`config.mk`:
```
export PLATFORM = sky130hd
export DESIGN_NAME = ttt_move_ctrl
export DESIGN_NICKNAME = d
export VERILOG_FILES = /design/src/rtl/ttt_move_ctrl.sv
export SDC_FILE = /design/constraint.sdc
export NUM_CORES = 1
export LEC_CHECK = 0
export CORE_MARGIN = 4
export CORE_UTILIZATION = 55
export CTS_BUF_LIST = sky130_fd_sc_hd__clkbuf_4 sky130_fd_sc_hd__clkbuf_8
export DETAILED_ROUTE_END_ITERATION = 10
export DONT_BUFFER_PORTS = 1
export PLACE_DENSITY = 0.72
export SLEW_MARGIN = 40
export SYNTH_ARGS = -nofsm -noshare
export SYNTH_HDL_FRONTEND = slang
export SYNTH_SLANG_ARGS = --single-unit
```
`constraint.sdc`:
```
create_clock -name i_clk -period 3.5 [get_ports i_clk]
set_input_delay 0.35 -clock i_clk [delete_from_list [all_inputs] [get_ports i_clk]]
set_output_delay 0.35 -clock i_clk [all_outputs]
set_load 0.005 [all_outputs]
```
`src/rtl/ttt_move_ctrl.sv`:
```
// -----------------------------------------------------------------------------
// ttt_move_ctrl
//   N x N tic-tac-toe move controller. Takes 1-based cell positions from the
//   keypad decoder, keeps the X and O occupancy boards, rejects illegal moves,
//   alternates turns, runs a one-cell-per-cycle computer search for O in
//   player-vs-computer mode, and reports win / draw to the display logic.
//
// Parameters
//   N   board side (3..8); a win is N in a row, column or diagonal
//   PW  position width; 2**PW must exceed N*N
//
// Ports
//   i_clk         rising-edge clock
//   i_rst_n       asynchronous active-low reset, clears all state
//   i_start       begin a new game (honoured only in IDLE or DONE)
//   i_pvc         sampled with i_start: 1 = computer plays O
//   i_move_valid  i_position carries a move request this cycle
//   i_position    1-based row-major cell index, 0 = no cell
//   o_x_board     X occupancy, bit i = cell i+1
//   o_o_board     O occupancy, bit i = cell i+1
//   o_illegal     one-cycle pulse after a rejected request
//   o_win         00 in play, 01 X wins, 10 O wins, 11 draw
//   o_turn        0 = X to move, 1 = O to move
//   o_s           state code (IDLE=0 X_WAIT=1 O_WAIT=2 CPU_SCAN=3 CHECK=4 DONE=5)
//
// Handshake: a request is a single cycle with i_move_valid=1; there is no
// ready. Requests are consumed only in X_WAIT / O_WAIT; in every other state
// they are dropped silently.
//
// Build option
//   CPU_CENTER_PREF_EN  when defined and N is odd, the first CPU_SCAN cycle
//                       tries the centre cell before the linear scan from 0.
// -----------------------------------------------------------------------------
module ttt_move_ctrl #(
   parameter int N  = 3,
   parameter int PW = 7
) (
   input  logic             i_clk,
   input  logic             i_rst_n,
   input  logic             i_start,
   input  logic             i_pvc,
   input  logic             i_move_valid,
   input  logic [PW-1:0]    i_position,
   output logic [N*N-1:0]   o_x_board,
   output logic [N*N-1:0]   o_o_board,
   output logic             o_illegal,
   output logic [1:0]       o_win,
   output logic             o_turn,
   output logic [2:0]       o_s
);

   localparam int               CELLS    = N * N;
   localparam int               NLINES   = 2 * N + 2;
   localparam logic [CELLS-1:0] ONE      = CELLS'(1);
   localparam logic [PW-1:0]    LAST_POS = PW'(CELLS);

`ifdef CPU_CENTER_PREF_EN
   localparam logic [CELLS-1:0] CENTER_MASK = ONE << ((CELLS - 1) / 2);
   localparam bit               ODD_N       = (N % 2) == 1;
`endif

   typedef enum logic [2:0] {
      IDLE     = 3'd0,
      X_WAIT   = 3'd1,
      O_WAIT   = 3'd2,
      CPU_SCAN = 3'd3,
      CHECK    = 3'd4,
      DONE     = 3'd5
   } state_t;

   // Line g: 0..N-1 rows, N..2N-1 columns, 2N main diagonal, 2N+1 anti-diagonal.
   // Anti-diagonal cell k sits at k*N + (N-1-k) = (k+1)*(N-1).
   function automatic logic [CELLS-1:0] line_mask(input int g);
      logic [CELLS-1:0] m;
      m = '0;
      for (int k = 0; k < N; k++) begin
         if (g < N)           m = m | (ONE << (g * N + k));
         else if (g < 2 * N)  m = m | (ONE << ((g - N) + k * N));
         else if (g == 2 * N) m = m | (ONE << (k * (N + 1)));
         else                 m = m | (ONE << ((k + 1) * (N - 1)));
      end
      return m;
   endfunction

   state_t            r_state;
   logic [CELLS-1:0]  r_x;
   logic [CELLS-1:0]  r_o;
   logic              r_illegal;
   logic [1:0]        r_win;
   logic              r_turn;
   logic              r_pvc;
   logic [PW-1:0]     r_idx;
`ifdef CPU_CENTER_PREF_EN
   logic              r_first;
`endif

   logic [CELLS-1:0]  w_occ;
   logic [CELLS-1:0]  w_pos_mask;
   logic [CELLS-1:0]  w_scan_mask;
   logic [CELLS-1:0]  w_mover_board;
   logic [NLINES-1:0] w_line_hit;
   logic              w_pos_in_range;
   logic              w_pos_legal;
   logic              w_mover_wins;
   logic              w_full;

   assign w_occ          = r_x | r_o;
   assign w_pos_in_range = (i_position != '0) && (i_position <= LAST_POS);
   assign w_pos_mask     = w_pos_in_range ? (ONE << (i_position - PW'(1))) : '0;
   assign w_pos_legal    = w_pos_in_range && ((w_occ & w_pos_mask) == '0);
   assign w_scan_mask    = ONE << r_idx;
   // In CHECK, r_turn still names the player who just moved.
   assign w_mover_board  = r_turn ? r_o : r_x;
   assign w_full         = &w_occ;

   for (genvar g = 0; g < NLINES; g++) begin : g_line
      localparam logic [CELLS-1:0] LM = line_mask(g);
      assign w_line_hit[g] = (w_mover_board & LM) == LM;
   end

   assign w_mover_wins = |w_line_hit;

   always_ff @(posedge i_clk or negedge i_rst_n) begin
      if (!i_rst_n) begin
         r_state   <= IDLE;
         r_x       <= '0;
         r_o       <= '0;
         r_illegal <= 1'b0;
         r_win     <= 2'b00;
         r_turn    <= 1'b0;
         r_pvc     <= 1'b0;
         r_idx     <= '0;
`ifdef CPU_CENTER_PREF_EN
         r_first   <= 1'b0;
`endif
      end else begin
         r_illegal <= 1'b0;
         case (r_state)
            IDLE, DONE: begin
               if (i_start) begin
                  r_x     <= '0;
                  r_o     <= '0;
                  r_win   <= 2'b00;
                  r_turn  <= 1'b0;
                  r_pvc   <= i_pvc;
                  r_idx   <= '0;
                  r_state <= X_WAIT;
               end
            end

            X_WAIT, O_WAIT: begin
               if (i_move_valid) begin
                  if (w_pos_legal) begin
                     if (r_state == O_WAIT) r_o <= r_o | w_pos_mask;
                     else                   r_x <= r_x | w_pos_mask;
                     r_state <= CHECK;
                  end else begin
                     r_illegal <= 1'b1;
                  end
               end
            end

            CHECK: begin
               if (w_mover_wins) begin
                  r_win   <= r_turn ? 2'b10 : 2'b01;
                  r_state <= DONE;
               end else if (w_full) begin
                  r_win   <= 2'b11;
                  r_state <= DONE;
               end else begin
                  r_turn <= ~r_turn;
                  if (r_turn) begin
                     r_state <= X_WAIT;
                  end else if (r_pvc) begin
                     // Board is not full here, so the scan always finds a cell.
                     r_idx   <= '0;
`ifdef CPU_CENTER_PREF_EN
                     r_first <= 1'b1;
`endif
                     r_state <= CPU_SCAN;
                  end else begin
                     r_state <= O_WAIT;
                  end
               end
            end

            CPU_SCAN: begin
`ifdef CPU_CENTER_PREF_EN
               r_first <= 1'b0;
               if (r_first && ODD_N) begin
                  // Centre probe costs one cycle; r_idx stays at 0 for the scan.
                  if ((w_occ & CENTER_MASK) == '0) begin
                     r_o     <= r_o | CENTER_MASK;
                     r_state <= CHECK;
                  end
               end else
`endif
               if ((w_occ & w_scan_mask) == '0) begin
                  r_o     <= r_o | w_scan_mask;
                  r_state <= CHECK;
               end else begin
                  r_idx <= r_idx + PW'(1);
               end
            end

            default: r_state <= IDLE;
         endcase
      end
   end

   assign o_x_board = r_x;
   assign o_o_board = r_o;
   assign o_illegal = r_illegal;
   assign o_win     = r_win;
   assign o_turn    = r_turn;
   assign o_s       = r_state;

endmodule

```
==> metrics.txt, run 1 <==
Rows=23; antenna-violating nets left=0; Routed WL=6360 um; post-DP HPWL=4690 um; NumNets Final=between 200 and 300; CTS tree=done; Slew @ Worst Pin=815 ps; routed vias/inst=6.97; ratio of total power to cell area=419 nW/um^2; Pre-antenna DRT Iters=7; root buffer cell=clkbuf_8; CP Launch Type=register; Syn Std Cell Area=2400 um^2; Buf+Inv Stages, Crit Path=0; Rel. slew slack=0.449; commonest register cell after synthesis=dfrtp_1; status=completed; Die Ht=around 74 um; sw power=0.000381 W; crit share post-route=0.758; drt drc=0; Final Hold Viols=0; Tmin final=2650 ps; crit end category=register; Setup Skew=6.39 ps; CP Class=register to register; GPL Wtd Cong=1.00; max-slew violations=0; setup TNS=0 ps; Peak supply drop=approximately 0.24 mV; Reg power frac=0.441; hold path cells=2; Cells after Synth=280; post-CTS resize count=0; Async S/R FF share, synth=1.00; synthesized flop and latch total=33; switching share of power=0.362; Syn. warnings=0; IO Port Bufs=0; Int Pwr=0.000671 W; Clk pin slew, worst setup/hold paths=70 ps; most frequent cells in the layout=33 x dfrtp_1, 26 x nand2_1, 24 x nor2_1; Syn Area/Cell=between 8 and 9 um^2; layout cells sized above 1=0.116; antenna diode count=0; Initial DRC Count=279; CP top delay family=simple AND/OR/NAND/NOR gates; WP depth=7; number of synthesized flops with an enable pin=0; max-cap violations=0; number of H-tree levels=2; Placeable Area=between 4000 and 5000 um^2; Post-Place Cell Area=2390 um^2; grt ovf=0; final setup violation count=0; worst-skew pair later-pin latency=roughly 280 ps; cts bufs inserted=5; Worst Path Max Fanout=7; syn nets=a little under 300; RSZ-0062 raised after global routing=no; first-pass GRT wire length=10300 um; P&R area growth vs syn=4.54%; pre-CTS setup slack=601 ps; Comb power frac=0.273; clock share of power=0.286; Top Ports=37; leading cell type in the layout, fill and taps excluded=dfrtp_1; Wirelength per Cell=19.5 um; chip width=74.1 um; Worst Path Arrival=2850 ps; count of cell types in the netlist=61; all-layer global routing usage=0.243; Worst path slowest cell=or4b_2; CTS sink count=33; reg2reg path depth=7; Max Clk Rate=377 MHz; P_leak=0.918 nW; initial antenna violation count=0; sequential area share after synthesis=0.344; Min-Delay Path Class=input pin to register; Initial Util=0.583; vias in the first global route=2127; via count=around 2300; Critical Path RT=3700 ps; worst setup margin=847 ps; Clock Tree Buf Depth=2; R2R Setup Slk=roughly 850 ps; max incr delay on CP=around 700 ps; pin count of the biggest net entering global routing=34; final instance area=approximately 2500 um^2; critical path, cell by cell=o22ai_1, or4_1, or4b_2, nand2_1, nor3_1, a31o_2, o21ai_0; die area=roughly 5500 um^2
-- cell usage after synthesis, types with 2 or more instances --
library cell / number / area share
or4b_1: 2 / 0.0083
nor4b_1: 4 / 0.015
or3_1: 3 / 0.0078
buf_6: 2 / 0.0094
or3_2: 2 / 0.0063
or2_2: 4 / 0.010
clkbuf_1: 9 / 0.014
inv_1: 13 / 0.020
mux2_2: 2 / 0.0094
a222oi_1: 2 / 0.0083
a21oi_1: 8 / 0.017
nor2_1: 24 / 0.038
a31oi_1: 4 / 0.010
nand2b_1: 3 / 0.0078
mux2i_1: 3 / 0.013
a22oi_1: 6 / 0.019
o221ai_1: 2 / 0.0073
nor3_1: 15 / 0.031
xnor2_1: 3 / 0.011
nor4_1: 4 / 0.010
o21ai_0: 13 / 0.027
nor2b_1: 5 / 0.013
nor3b_1: 3 / 0.0094
nand3_1: 10 / 0.021
and2b_2: 2 / 0.0073
or4b_2: 3 / 0.013
ha_1: 4 / 0.021
a211oi_1: 8 / 0.025
nand2_1: 26 / 0.041
a2111oi_0: 2 / 0.0073
or4_1: 3 / 0.0094
and2_1: 2 / 0.0052
o21a_1: 6 / 0.019
a32o_1: 10 / 0.042
o22ai_1: 10 / 0.026
dfrtp_1: 33 / 0.34
-- final cells by class --
| class | instances | area (um^2) |
|---|---|---|
| clock buffer | 7 | 83.8 |
| multi-input combinational | 220 | 1440 |
| tap | 50 | 62.6 |
| inverter | 13 | 48.8 |
| fill | 366 | 1610 |
| timing repair buffer | 3 | 37.5 |
| sequential | 33 | 826 |
| clock inverter | 1 | 7.51 |
-- worst register-to-register path: stages (launching register included) --
cell,delay (ps)
dfrtp_1,520
o22ai_1,130
or4_1,490
or4b_2,700
nand2_1,130
nor3_1,80
a31o_2,340
o21ai_0,180
-- power by group through the flow --
| stage | Clock, W | Combinational (W) | Sequential [W] |
|---|---|---|---|
| floorplan | 0 | 0.000259 | 0.000435 |
| global placement | 0 | 0.000268 | 0.000470 |
| detailed placement | 0 | 0.000273 | 0.000471 |
| CTS | 0.000306 | 0.000285 | 0.000464 |
| global route | 0.000319 | 0.000322 | 0.000472 |
| finish | 0.000301 | 0.000288 | 0.000463 |
-- flip-flops by register name, summed over array words and instances, names as in the netlist --
signal     cells
o_o_board      9
r_idx          7
o_win          2
o_x_board      9
r_pvc          1
o_illegal      1
o_turn         1
o_s            3
-- cells by family (layout without fill, tap and decap cells) --
group | Yosys count | count (layout) | share of synthesized area
compound gates | 87 | 87 | 0.271
xor+xnor | 3 | 3 | 0.0110
fa+ha+maj | 4 | 4 | 0.0209
buf+inv | 27 | 24 | 0.0547
flops | 33 | 33 | 0.344
mux | 5 | 5 | 0.0219
simple gates | 121 | 121 | 0.277
-- final timing paths --
kind / to / start
worst max-delay path: r_idx[0] / o_x_board[7]
worst min-delay path: r_pvc / i_pvc
worst max register to register: r_idx[0] / o_x_board[7]
worst min register to register: r_pvc / r_pvc
max in group asynchronous: o_o_board[4] / i_rst_n
min in group asynchronous: o_x_board[8] / i_rst_n
-- metal layers --
metal | up-vias | GRT usage | share of wire
met1 | 1094 | 0.343 | 0.44
met2 | 115 | 0.372 | 0.45
met5 | - | 0 | 0
met4 | 0 | 0.0684 | 0.012
li1 | 1059 | - | -
met3 | 12 | 0.0622 | 0.099
-- metrics by stage --
stage / util / total power, W / hold WS (ps) / cells
after floorplan: - / 0.000695 / 54.4 / 280
after global placement: 0.580 / 0.000739 / 55.8 / 317
after detailed placement: 0.580 / 0.000745 / 55.8 / 317
after CTS: 0.610 / 0.00105 / 162 / 327
after global routing: 0.610 / 0.00111 / 181 / 327
final: 0.610 / 0.00105 / 165 / 327
-- repair_timing --
action                     4_1_cts  5_1_grt
hold endpoints to repair        33        0
hold buffers                     2        0
setup endpoints to repair        0        0
setup buffers                    0        0
(Power assumes the default switching activity.)
==> run 2: changes to the inputs <==
==> constraint.sdc (replaced) <==
create_clock -name i_clk -period 2.45 [get_ports i_clk]
set_input_delay 0.245 -clock i_clk [delete_from_list [all_inputs] [get_ports i_clk]]
set_output_delay 0.245 -clock i_clk [all_outputs]
set_load 0.005 [all_outputs]
==> run 2 against run 1 <==
Effect of this change:
- combinational power up 82%
- final area is 16% higher
- worst hold slack got worse by 99 ps
- cell count up 12%
- via count rose by 7.6%
- setup slack lost 810 ps
- clock-buffer cell count is the same
- critical path type unchanged
==> metrics.txt, run 2 (synthesized netlist as in run 1, its figures left out) <==
Initial Util=0.583 (unchanged); Worst Path Max Fanout=11 (+4); CP top delay family=simple AND/OR/NAND/NOR gates; FF/Latch Area=826 um^2 (unchanged); Setup Skew=7.19 ps (+0.796 ps); worst-skew pair later-pin latency=290 ps (about the same); endpoint of the worst hold path=r_pvc; Max Clk Rate=415 MHz (+10%); grt ovf=0 (unchanged); Tmin final=2410 ps (-243 ps); antenna diode count=0 (unchanged); Final Hold Viols=0 (unchanged); first-pass GRT wire length=11400 um (+12%); Die Ht=74.1 um (unchanged); setup bufs post-CTS=0 (unchanged); pin count of the biggest net entering global routing=34 (unchanged); all-layer global routing usage=0.272 (+0.0281); GPL Wtd Cong=1.00 (-0.21%); worst setup margin=40.2 ps (-807 ps); hold path start=i_pvc; Worst Path Arrival=2580 ps (-270 ps); CP Launch Type=register; Worst path slowest cell=or4_4; CTS tree=done; pre-CTS setup slack=-104 ps (-705 ps); P_leak=1.15 nW (+25%); vias in the first global route=2314 (+8.8%); antenna-violating nets left=0 (unchanged); Initial DRC Count=199 (-29%); Post-Place Cell Area=2720 um^2 (+14%); max-slew violations=0 (unchanged); Placeable Area=4120 um^2 (unchanged); CP Class=register to register; RSZ-0062 raised after global routing=yes; initial antenna violation count=0 (unchanged); most frequent cells in the layout=40 x buf_4, 33 x dfrtp_1, 26 x nand2_1; layout cells sized above 1=0.259 (+0.143); status=completed; number of H-tree levels=2 (unchanged); drt drc=0 (unchanged); hold path cells=2 (unchanged); ratio of total power to cell area=591 nW/um^2 (+41%); FF-to-FF End=o_o_board[8]; cts bufs inserted=5 (unchanged); Min-Delay Path Class=input pin to register; max incr delay on CP=580 ps (-120 ps); Rows=23 (unchanged); final setup violation count=0 (unchanged); leading cell type in the layout, fill and taps excluded=buf_4; P&R area growth vs syn=21.4%; critical path, cell by cell=or4_4, or4b_4, o32a_1, mux2_4, a32o_1; routed vias/inst=6.68 (-4.1%); IO Port Bufs=0 (unchanged); Rel. slew slack=0.690 (+0.241); Overall Power=0.00172 W (+64%); CTS sink count=33 (unchanged); Clock Tree Buf Depth=2 (unchanged); R2R Setup Slk=40 ps (-810 ps); Peak supply drop=0.485 mV (+110%); Pre-antenna DRT Iters=5 (-2); crit end category=register; Critical Path RT=2620 ps (-1080 ps); max-cap violations=0 (unchanged); final instance area=2910 um^2 (+16%); Wirelength per Cell=19.0 um (-2.1%); reg2reg path depth=5 (-2); Slew @ Worst Pin=463 ps (-351 ps); die area=5480 um^2 (unchanged); Multi-input gate area=1510 um^2 (+4.7%); chip width=74.1 um (unchanged); Clk pin slew, worst setup/hold paths=70 ps (about the same); Critical R2R Launch=r_idx[0]; NumNets Final=332 (+14%); fill cell count=337 (-7.9%); crit share post-route=0.984 (+0.226); post-DP HPWL=5290 um (+13%); via count=2453 (+7.6%); Top Ports=37 (unchanged); Routed WL=6990 um (+9.9%); Buf+Inv Stages, Crit Path=0 (unchanged); root buffer cell=clkbuf_8; hold_ws=65.9 ps (-99.2 ps)
run 2: cell types whose count changed in the layout (fill, tap and decap cells not counted), sizes merged:
| cell | change |
|---|---|
| buf | +40 |
| bufinv | +1 |
| inv | -1 |
run 2: per-stage QoR:
step | util | cells | setup TNS (ps)
2_1_floorplan | - | 280 | 0
3_3_place_gp | 0.662 | 357 | -114
4_1_cts | 0.700 | 367 | 0
3_5_place_dp | 0.662 | 357 | -1310
5_1_grt | 0.708 | 367 | -62.4
6_report | 0.708 | 367 | 0
run 2: cell type report:
| cell class | instances | share of cell area |
|---|---|---|
| multi-input cells | 220 | 0.518 |
| flip-flops and latches | 33 | 0.284 |
| clock buffers | 7 | 0.0309 |
| well taps | 50 | 0.0215 |
| repair buffers | 43 | 0.117 |
| clock inverters | 1 | 0.0103 |
| inverters | 13 | 0.0180 |
run 2: worst max path at each step:
| stage | start | end | slack [ps] | depth (start not counted) |
|---|---|---|---|---|
| after floorplan | i_position[0] | o_x_board[4] | 4 | 10 |
| after global placement | i_position[0] | o_x_board[7] | -40 | 10 |
| after detailed placement | i_position[0] | o_o_board[1] | -100 | 9 |
| after CTS | r_idx[5] | r_idx[1] | 3 | 8 |
| after global routing | r_idx[0] | o_o_board[1] | -20 | 5 |
| final | r_idx[0] | o_o_board[8] | 40 | 5 |
run 2: what timing repair did:
action,in CTS,in global routing
resized for setup,2,10
pin swaps,0,3
hold endpoints to repair,33,0
hold buffers,2,0
endpoints found under the setup margin,12,22
run 2: report_power, final:
| group | internal [W] | total, W | switching, W | leakage, nW |
|---|---|---|---|---|
| Clock | 0.000343 | 0.000550 | 0.000207 | 0.0619 |
| Sequential | 0.000585 | 0.000646 | 0.0000603 | 0.454 |
| Combinational | 0.000219 | 0.000525 | 0.000306 | 0.634 |
| Total | 0.00115 | 0.00172 | 0.000573 | 1.15 |
run 2: routing by layer:
metal / vias up / routed length (um) / global-route usage
met1: 1179 / 3130 / 0.398
met4: 0 / 96 / 0.0664
li1: 1140 / - / -
met3: 16 / 668 / 0.0554
met2: 118 / 3090 / 0.412
met5: - / 0 / 0
==> run 3: changes to the inputs <==
==> constraint.sdc (replaced) <==
create_clock -name i_clk -period 2.45 [get_ports i_clk]
set_input_delay 0.1225 -clock i_clk [delete_from_list [all_inputs] [get_ports i_clk]]
set_output_delay 0.1225 -clock i_clk [all_outputs]
set_load 0.005 [all_outputs]
==> run 3 against run 2 <==
Effect of this change:
- non-clock buffer count grew 4
- clock power shrank 21%
- combinational power grew 4.8%
- cell count grew 1.1%
- sequential share of layout area grew 0.085 points
- global-route usage is essentially flat
- first-iteration DRC count grew 46%
- routed wire length grew 2.9%
- fmax shrank 0.97%
- final area shrank 0.30%
- via count grew 0.90%
- critical endpoint is now o_s[0]
==> metrics.txt, run 3 (synthesized netlist as in run 1, its figures left out) <==
Rows=23 (unchanged); ratio of total power to cell area=557 nW/um^2 (-5.6%); antenna diode count=0 (unchanged); IO Port Bufs=0 (unchanged); Placed Cells incl. Taps=358 (+0.28%); first-pass GRT wire length=11300 um (-1.7%); worst setup margin=16.5 ps (-23.7 ps); number of H-tree levels=2 (unchanged); drt drc=0 (unchanged); final setup violation count=0 (unchanged); initial antenna violation count=0 (unchanged); GPL Wtd Cong=0.935 (-6.6%); crit share post-route=0.993 (+0.00966); pre-CTS setup slack=-125 ps (-21.0 ps); Post-Place Cell Area=2700 um^2 (-1.0%); P_leak=1.16 nW (+0.83%); routed vias/inst=6.67 (-0.19%); antenna-violating nets left=0 (unchanged); post-DP HPWL=5370 um (+1.5%); layout cells sized above 1=0.259 (about the same); Routed WL=7190 um (+2.9%); Clock Tree Buf Depth=2 (unchanged); Initial DRC Count=290 (+46%); max-slew violations=0 (unchanged); final std cells w/o fill=371 (+1.1%); Max Clk Rate=411 MHz (-0.97%); P&R area growth vs syn=21.0%; via count=2475 (+0.90%); Clk pin slew, worst setup/hold paths=70 ps (about the same); RSZ-0062 raised after global routing=yes; chip width=74.1 um (unchanged); Setup Skew=8.46 ps (+1.27 ps); NumNets Final=336 (+1.2%); vias in the first global route=2206 (-4.7%); status=completed; CTS tree=done; Final Hold Viols=0 (unchanged); critical path, cell by cell=buf_6, buf_4, a222oi_1, o221ai_1, a22oi_2, nand2_1, buf_4, or4_1, nand3_1, a211oi_1; CTS sink count=33 (unchanged); hold_ws=47.8 ps (-18.0 ps); root buffer cell=clkbuf_8; Peak supply drop=0.330 mV (-32%); max-cap violations=0 (unchanged); Die Ht=74.1 um (unchanged); die area=5480 um^2 (unchanged); all-layer global routing usage=0.271 (-0.000412); Min-Delay Path Class=input pin to register; grt ovf=0 (unchanged); critical path's most frequent cell=buf_4; Worst path slowest cell=dfrtp_1; Worst Path Max Fanout=3 (-8); max incr delay on CP=450 ps (-130 ps); CP Class=register to register; Initial Util=0.583 (unchanged); Placeable Area=4120 um^2 (unchanged); Slew @ Worst Pin=674 ps (+211 ps); setup TNS=0 ps (unchanged); Worst Path Arrival=2610 ps (+30 ps); crit end category=register; Tmin final=2430 ps (+23.7 ps); Pre-antenna DRT Iters=5 (unchanged); CP Launch Type=register; Top Ports=37 (unchanged); cts bufs inserted=5 (unchanged); worst-skew pair later-pin latency=290 ps (about the same); final instance area=2900 um^2 (-0.30%); Wirelength per Cell=19.4 um (+1.8%); pin count of the biggest net entering global routing=34 (unchanged); leading cell type in the layout, fill and taps excluded=buf_4; Rel. slew slack=0.539 (-0.151); most frequent cells in the layout=41 x buf_4, 33 x dfrtp_1, 26 x nand2_1; Critical Path RT=2630 ps (about the same)
## run 3: area by class of cell
cell class	instances	area (um^2)
Tap cell	50	62.6
Inverter	13	48.8
Sequential cell	33	826
Clock buffer	7	83.8
Multi-Input combinational cell	220	1500
Clock inverter	1	7.51
Timing Repair Buffer	47	380
Fill cell	337	1210
## run 3: layer usage
metal | global-route usage | wire (um)
met1 | 0.398 | 3200
met2 | 0.410 | 3260
met3 | 0.0581 | 648
met4 | 0.0624 | 82
met5 | 0 | 0
## run 3: final timing paths
path / to / startpoint / slack [ps] / cells past startpoint
max: o_s[0] / o_x_board[4] / 20 / 10
min: o_s[0] / i_start / 50 / 2
max reg2reg: o_s[0] / o_x_board[4] / 20 / 10
min reg2reg: r_pvc / r_pvc / 530 / 2
max in group asynchronous: o_x_board[5] / i_rst_n / 1970 / 2
min in group asynchronous: o_x_board[8] / i_rst_n / 280 / 2
## run 3: metrics by stage
step           power, W  utilization
6_report        0.00162        0.706
4_1_cts         0.00160        0.694
5_1_grt         0.00170        0.706
3_5_place_dp    0.00115        0.655
3_3_place_gp    0.00114        0.655
2_1_floorplan  0.000992            -
## run 3: worst max-delay path, delay by kind of cell (launching register included)
kind | cells | cell delay [ps]
buf+inv | 3 | 420
simple gates | 3 | 620
compound gates | 4 | 830
flops | 1 | 450
## run 3: power by group
group / leakage [nW] / internal [W] / switching [W] / total [W]
Clock: 0.0453 / 0.000223 / 0.000211 / 0.000434
Sequential: 0.454 / 0.000586 / 0.0000493 / 0.000635
Combinational: 0.660 / 0.000230 / 0.000320 / 0.000550
Total: 1.16 / 0.00104 / 0.000580 / 0.00162
## run 3: timing repair
action | in CTS | in global routing
resized for setup | 3 | 12
buffers inserted | 1 | 0
hold buffers | 4 | 0
endpoints found under the setup margin | 12 | 25
pin swaps | 0 | 6
endpoints found under the hold margin | 35 | 0
